<file path="config.mk">
export PLATFORM = sky130hd
export DESIGN_NAME = wshb_intercon_rr
export DESIGN_NICKNAME = d
export VERILOG_FILES = /design/src/rtl/wshb_intercon_rr.sv
export SDC_FILE = /design/constraint.sdc
export NUM_CORES = 1
export LEC_CHECK = 0
export ABC_AREA = 1
export BUFFER_PORTS_ARGS = -buffer_cell sky130_fd_sc_hd__buf_2
export CORE_AREA = 2 2 118 120
export DETAILED_ROUTE_END_ITERATION = 8
export DIE_AREA = 0 0 120 122
export GPL_ROUTABILITY_DRIVEN = 0
export PLACE_DENSITY_LB_ADDON = 0.15
export SLEW_MARGIN = 10
export SYNTH_ARGS = -nofsm -noshare
export SYNTH_HDL_FRONTEND = slang
export SYNTH_SLANG_ARGS = --single-unit
</file>
<file path="constraint.sdc">
create_clock -name clk -period 1.3 [get_ports clk]
set_input_delay 0 -clock clk [delete_from_list [all_inputs] [get_ports clk]]
set_output_delay 0 -clock clk [all_outputs]
set_load 0.05 [all_outputs]
</file>
<file path="src/rtl/wshb_intercon_rr.sv">
// wshb_intercon_rr: round-robin Wishbone arbiter, NB_MASTERS m_* ports onto one s_* slave, grant held per cyc, optional ack watchdog
module wshb_intercon_rr #(
    parameter int NB_MASTERS = 2,
    parameter int ADDR_W     = 32,
    parameter int DATA_W     = 32,
    parameter int TIMEOUT    = 0
) (
    input  logic                             clk,
    input  logic                             rst,
    input  logic [NB_MASTERS-1:0]            m_cyc,
    input  logic [NB_MASTERS-1:0]            m_stb,
    input  logic [NB_MASTERS-1:0]            m_we,
    input  logic [NB_MASTERS*ADDR_W-1:0]     m_adr,
    input  logic [NB_MASTERS*DATA_W-1:0]     m_dat_ms,
    input  logic [NB_MASTERS*DATA_W/8-1:0]   m_sel,
    input  logic [NB_MASTERS*3-1:0]          m_cti,
    input  logic [NB_MASTERS*2-1:0]          m_bte,
    output logic [NB_MASTERS-1:0]            m_ack,
    output logic [NB_MASTERS-1:0]            m_err,
    output logic [NB_MASTERS-1:0]            m_rty,
    output logic [DATA_W-1:0]                m_dat_sm,
    output logic                             s_cyc,
    output logic                             s_stb,
    output logic                             s_we,
    output logic [ADDR_W-1:0]                s_adr,
    output logic [DATA_W-1:0]                s_dat_ms,
    output logic [DATA_W/8-1:0]              s_sel,
    output logic [2:0]                       s_cti,
    output logic [1:0]                       s_bte,
    input  logic                             s_ack,
    input  logic                             s_err,
    input  logic                             s_rty,
    input  logic [DATA_W-1:0]                s_dat_sm,
    output logic                             grant_valid,
    output logic [$clog2(NB_MASTERS)-1:0]    grant_idx,
    output logic                             timeout_evt
);
    localparam int IW   = $clog2(NB_MASTERS);
    localparam int TLIM = TIMEOUT > 0 ? TIMEOUT - 1 : 0;
    localparam int CW   = TLIM > 0 ? $clog2(TLIM + 1) : 1;
    logic [IW-1:0]         last, nxt, cand;
    logic                  found, hold, act, stall, expire;
    logic [CW-1:0]         cnt;
    logic [NB_MASTERS-1:0] oh;
    always_comb begin
        nxt   = '0;
        cand  = '0;
        found = 1'b0;
        for (int k = 1; k <= NB_MASTERS; k++) begin
            cand = IW'((int'(last) + k) % NB_MASTERS);
            if (!found && m_cyc[cand]) begin
                found = 1'b1;
                nxt   = cand;
            end
        end
    end
    assign hold        = grant_valid & m_cyc[grant_idx];
    assign act         = hold & m_stb[grant_idx];
    assign stall       = act & ~(s_ack | s_err | s_rty);
    assign expire      = TIMEOUT > 0 && !rst && stall && cnt == CW'(TLIM);
    assign oh          = NB_MASTERS'(1) << grant_idx;
    assign s_cyc       = hold;
    assign s_stb       = act & ~expire;
    assign s_we        = m_we[grant_idx];
    assign s_adr       = m_adr[grant_idx*ADDR_W +: ADDR_W];
    assign s_dat_ms    = m_dat_ms[grant_idx*DATA_W +: DATA_W];
    assign s_sel       = m_sel[grant_idx*(DATA_W/8) +: DATA_W/8];
    assign s_cti       = m_cti[grant_idx*3 +: 3];
    assign s_bte       = m_bte[grant_idx*2 +: 2];
    assign m_ack       = act && s_ack ? oh : '0;
    assign m_err       = (act && s_err) || expire ? oh : '0;
    assign m_rty       = act && s_rty ? oh : '0;
    assign m_dat_sm    = s_dat_sm;
    assign timeout_evt = expire;
    always_ff @(posedge clk) begin
        if (rst) begin
            grant_valid <= 1'b0;
            grant_idx   <= '0;
            last        <= IW'(NB_MASTERS - 1);
            cnt         <= '0;
        end else begin
            if (!hold) begin
                grant_valid <= found;
                if (found) begin
                    grant_idx <= nxt;
                    last      <= nxt;
                end
            end
            cnt <= TIMEOUT > 0 && stall && !expire ? cnt + 1'b1 : '0;
        end
    end
endmodule

</file>
==> results.md <==
* Horiz. Die Dim at 120 µm
* Endpoint class of the critical path: primary output
* Source-to-sink clock delay at the later pin of the worst-skew pair at 220 ps
* Routed Wire Length at 6920 µm
* Synth Area per Inst at 4.52 µm²
* Rows at 43
* Diodes inserted at 0
* Dominant synthesized flop cell: dfxtp_1
* Starting utilization of the core area at 0.102
* Fraction of final layout cells with drive strength greater than 1 at 0.582
* Largest net degree at the start of global routing at 41
* Sequence of cells on the critical path: inv_6 > nand2_4 > nand3_4 > a21oi_4 > nand2_2 > nor2_4 > buf_6
* HPWL reported at the end of detailed placement at 5780 µm
* Number of flops mapped to enable cells by yosys at 0
* Worst Slack Setup Final at -65.9 ps
* Post-route clock skew at 0.240 ps
* Most frequently used cell type in the post-synthesis netlist: nand2_1
* Drc violations at 0
* Worst Hold Slack at 0.0167 ps
* Overall via count from detail_route at 2438
* Class of the tightest hold or removal check: primary input to primary output
* Number of distinct library cell variants in the gate-level netlist after synthesis at 13
* RSZ-0062 raised after global routing: yes
* Clock buffer depth at 2
* Synthesis-to-finish area growth at 115%
* Failing checks: negative setup slack
* Core Util, Final at 0.219
* Largest voltage drop on the vdd net at 342 µV
* Via count of the first global-routing pass at 2252
* Number of buffers created by CTS at 3
* Overall die area at 0.0146 mm²
* Top post-synthesis cells by count: nand2_1, buf_4, buf_2
* Clock tree from TritonCTS: built
* Worst R2R End: last$_SDFFE_PP1P_
* Nets in the synthesized netlist at 493
* Cell taking the most area after synthesis: nand2_1
* Count of filler cells inserted in the layout at 1557
* Deepest level of the CTS H-tree at 1
* Count of buffers inserted at the top-level ports at 240
* Count of endpoints failing setup in the final report at 27
* Height of the die at 122 µm
* Per-cell via count in the routed design at 3.56
* Flop2flop setup slack at 230 ps
* Launch point of the worst reg-to-reg path: grant_idx$_SDFFE_PP0P_
* Number of nets in the layout at 695
* Total power per unit cell area at 836 mW/mm²
* Count of pins on the block boundary at 306
* Delay of the slowest cell on the worst path at 390 ps
* Area taken by multi-input logic gates at 0.00109 mm²
* Global Route Usage Sum at 0.0831
* Post-synthesis instance total at 304
* First-pass GRT wire length at 9950 µm
* Final critical delay including setup and external delays at 1370 ps
* Final Slew Violations at 0
* Static power due to leakage at 0.00183 µW
* Sequential-to-total area share from yosys stat at 0.0437
* First drt pass iteration count at 4
* Critical-path cell with the highest stage delay: dfxtp_4
* Sequential cell area at 65.1 µm²
* Number of maximum-capacitance constraint violations at 0
* Final worst path period share at 1.05
* Run status: finished, violations left
* Number of antenna violations at the first check in global routing at 0
* Kind of start point of the critical path: flip-flop
* Depth of the worst register-to-register path at 6
* Worst path required time at 1300 ps
* Depth of the worst hold-timing path at 0
* Number of warnings reported in the yosys synthesis log at 0
* FFs w/ async S/R, synth at 0
* Reg clk slew, reported paths at 30 ps
* Sinks on the clock net at 3
* Start-to-end type of the worst setup path: flip-flop to primary output
* Final hold violations at 0
* End point of the most critical hold path: m_dat_sm[19]
* Highest net fanout along the worst path at 6
* Maximum clock frequency at 0.732 GHz
* First-iteration detailed-routing DRC count at 49
* Core Area at 0.0135 mm²
* Post-synth top area share at 0.628
* Root buf cell: clkbuf_16
* Grt total ovfl at 0
* Number of register bits inferred by synthesis at 3
* Final antenna-violating net count at 0
* Startpoint of the lowest-slack hold path: s_dat_sm[19]
* Synth top area cells: nand2_1, buf_4, dfxtp_1, buf_2, nand2_2
* Wire length per cell after detailed routing at 10.1 µm
* Critical path arrival at 1370 ps
* Post-synthesis instance area at 0.00138 mm²
-- report_power, final --
| part | internal (µW) | switching, µW |
|---|---|---|
| Sequential | 100 | 9.73 |
| Combinational | 573 | 1290 |
| Clock | 405 | 87.2 |
-- sequential cells by signal, summed over array words and instances (netlist names) --
signal	flops
last	1
grant_idx	1
grant_valid	1
-- per-layer routing --
| layer | vias to the layer above | share of wire | global-route usage |
|---|---|---|---|
| li1 | 1271 | - | - |
| met1 | 987 | 0.37 | 0.0867 |
| met2 | 160 | 0.51 | 0.165 |
| met3 | 20 | 0.097 | 0.0178 |
| met4 | 0 | 0.024 | 0.0250 |
| met5 | - | 0 | 0 |
-- what timing repair did --
action | in CTS | in global routing
endpoints found under the setup margin | 78 | 79
hold buffers | 1 | 0
resized for setup | 58 | 7
pin swaps | 4 | 0
buffers inserted | 1 | 0
endpoints found under the hold margin | 2 | 0
cloned | 0 | 0
-- stage by stage --
| stage | setup TNS, ps | total power (µW) | setup WS, ps | cells | cell area [µm²] |
|---|---|---|---|---|---|
| detailed placement | 0 | 1880 | 33.5 | 679 | 2680 |
| finish | -695 | 2470 | -65.9 | 685 | 2950 |
| global placement | 0 | 1880 | 44.4 | 679 | 2680 |
| CTS | -1220 | 2490 | -80.8 | 685 | 2930 |
| floorplan | -2870 | 1610 | -326 | 304 | 1510 |
| global route | -4540 | 2610 | -151 | 685 | 2950 |
-- cell type report --
class,count,share of cell area
clock buffer,4,0.0267
inverter,4,0.00678
multi-input combinational,247,0.370
sequential,3,0.0220
tap,180,0.0763
timing repair buffer,247,0.498
-- layout by cell type, fill, tap and decap left out --
cell type      count
dfxtp_1            1
buf_2            185
dfxtp_4            1
buf_12             3
nand3_4            1
nor2_4             6
conb_1             1
inv_1              3
inv_6              1
dfxtp_2            1
clkbuf_1           1
buf_8              1
dlygate4sd3_1      1
buf_6              8
nand2_1          200
nand2_2           33
a21oi_1            4
nand2_4            1
a21oi_4            1
buf_4             42
clkbuf_16          3
clkbuf_4           7
-- logic make-up (layout without fill, tap and decap cells) --
kind of cell / count (synthesis) / after routing / synth area share
AO/OA/AOI/OAI: 5 / 5 / 0.0264
buffers and inverters: 54 / 255 / 0.252
flip-flops: 3 / 3 / 0.0437
other: 1 / 1 / 0.00273
AND/OR/NAND/NOR: 241 / 241 / 0.675
-- critical path: cells and delay by family (launching register included) --
kind	cells	cell delay (ps)
AOI/OAI and AO/OA	1	190
buffers and inverters	2	220
and+or+nand+nor	4	350
DFF	1	390
-- worst max path at each step --
stage	start	endpoint	slack (ps)	cells past startpoint
2_1_floorplan	grant_idx$_SDFFE_PP0P_	m_ack[0]	-330	7
3_3_place_gp	grant_idx$_SDFFE_PP0P_	m_ack[0]	40	7
3_5_place_dp	grant_idx$_SDFFE_PP0P_	m_ack[0]	30	7
4_1_cts	grant_idx$_SDFFE_PP0P_	m_err[0]	-80	7
5_1_grt	grant_idx$_SDFFE_PP0P_	m_ack[1]	-150	7
6_report	grant_idx$_SDFFE_PP0P_	m_ack[1]	-70	7
No activity file was read; power rests on OpenSTA's default activity.
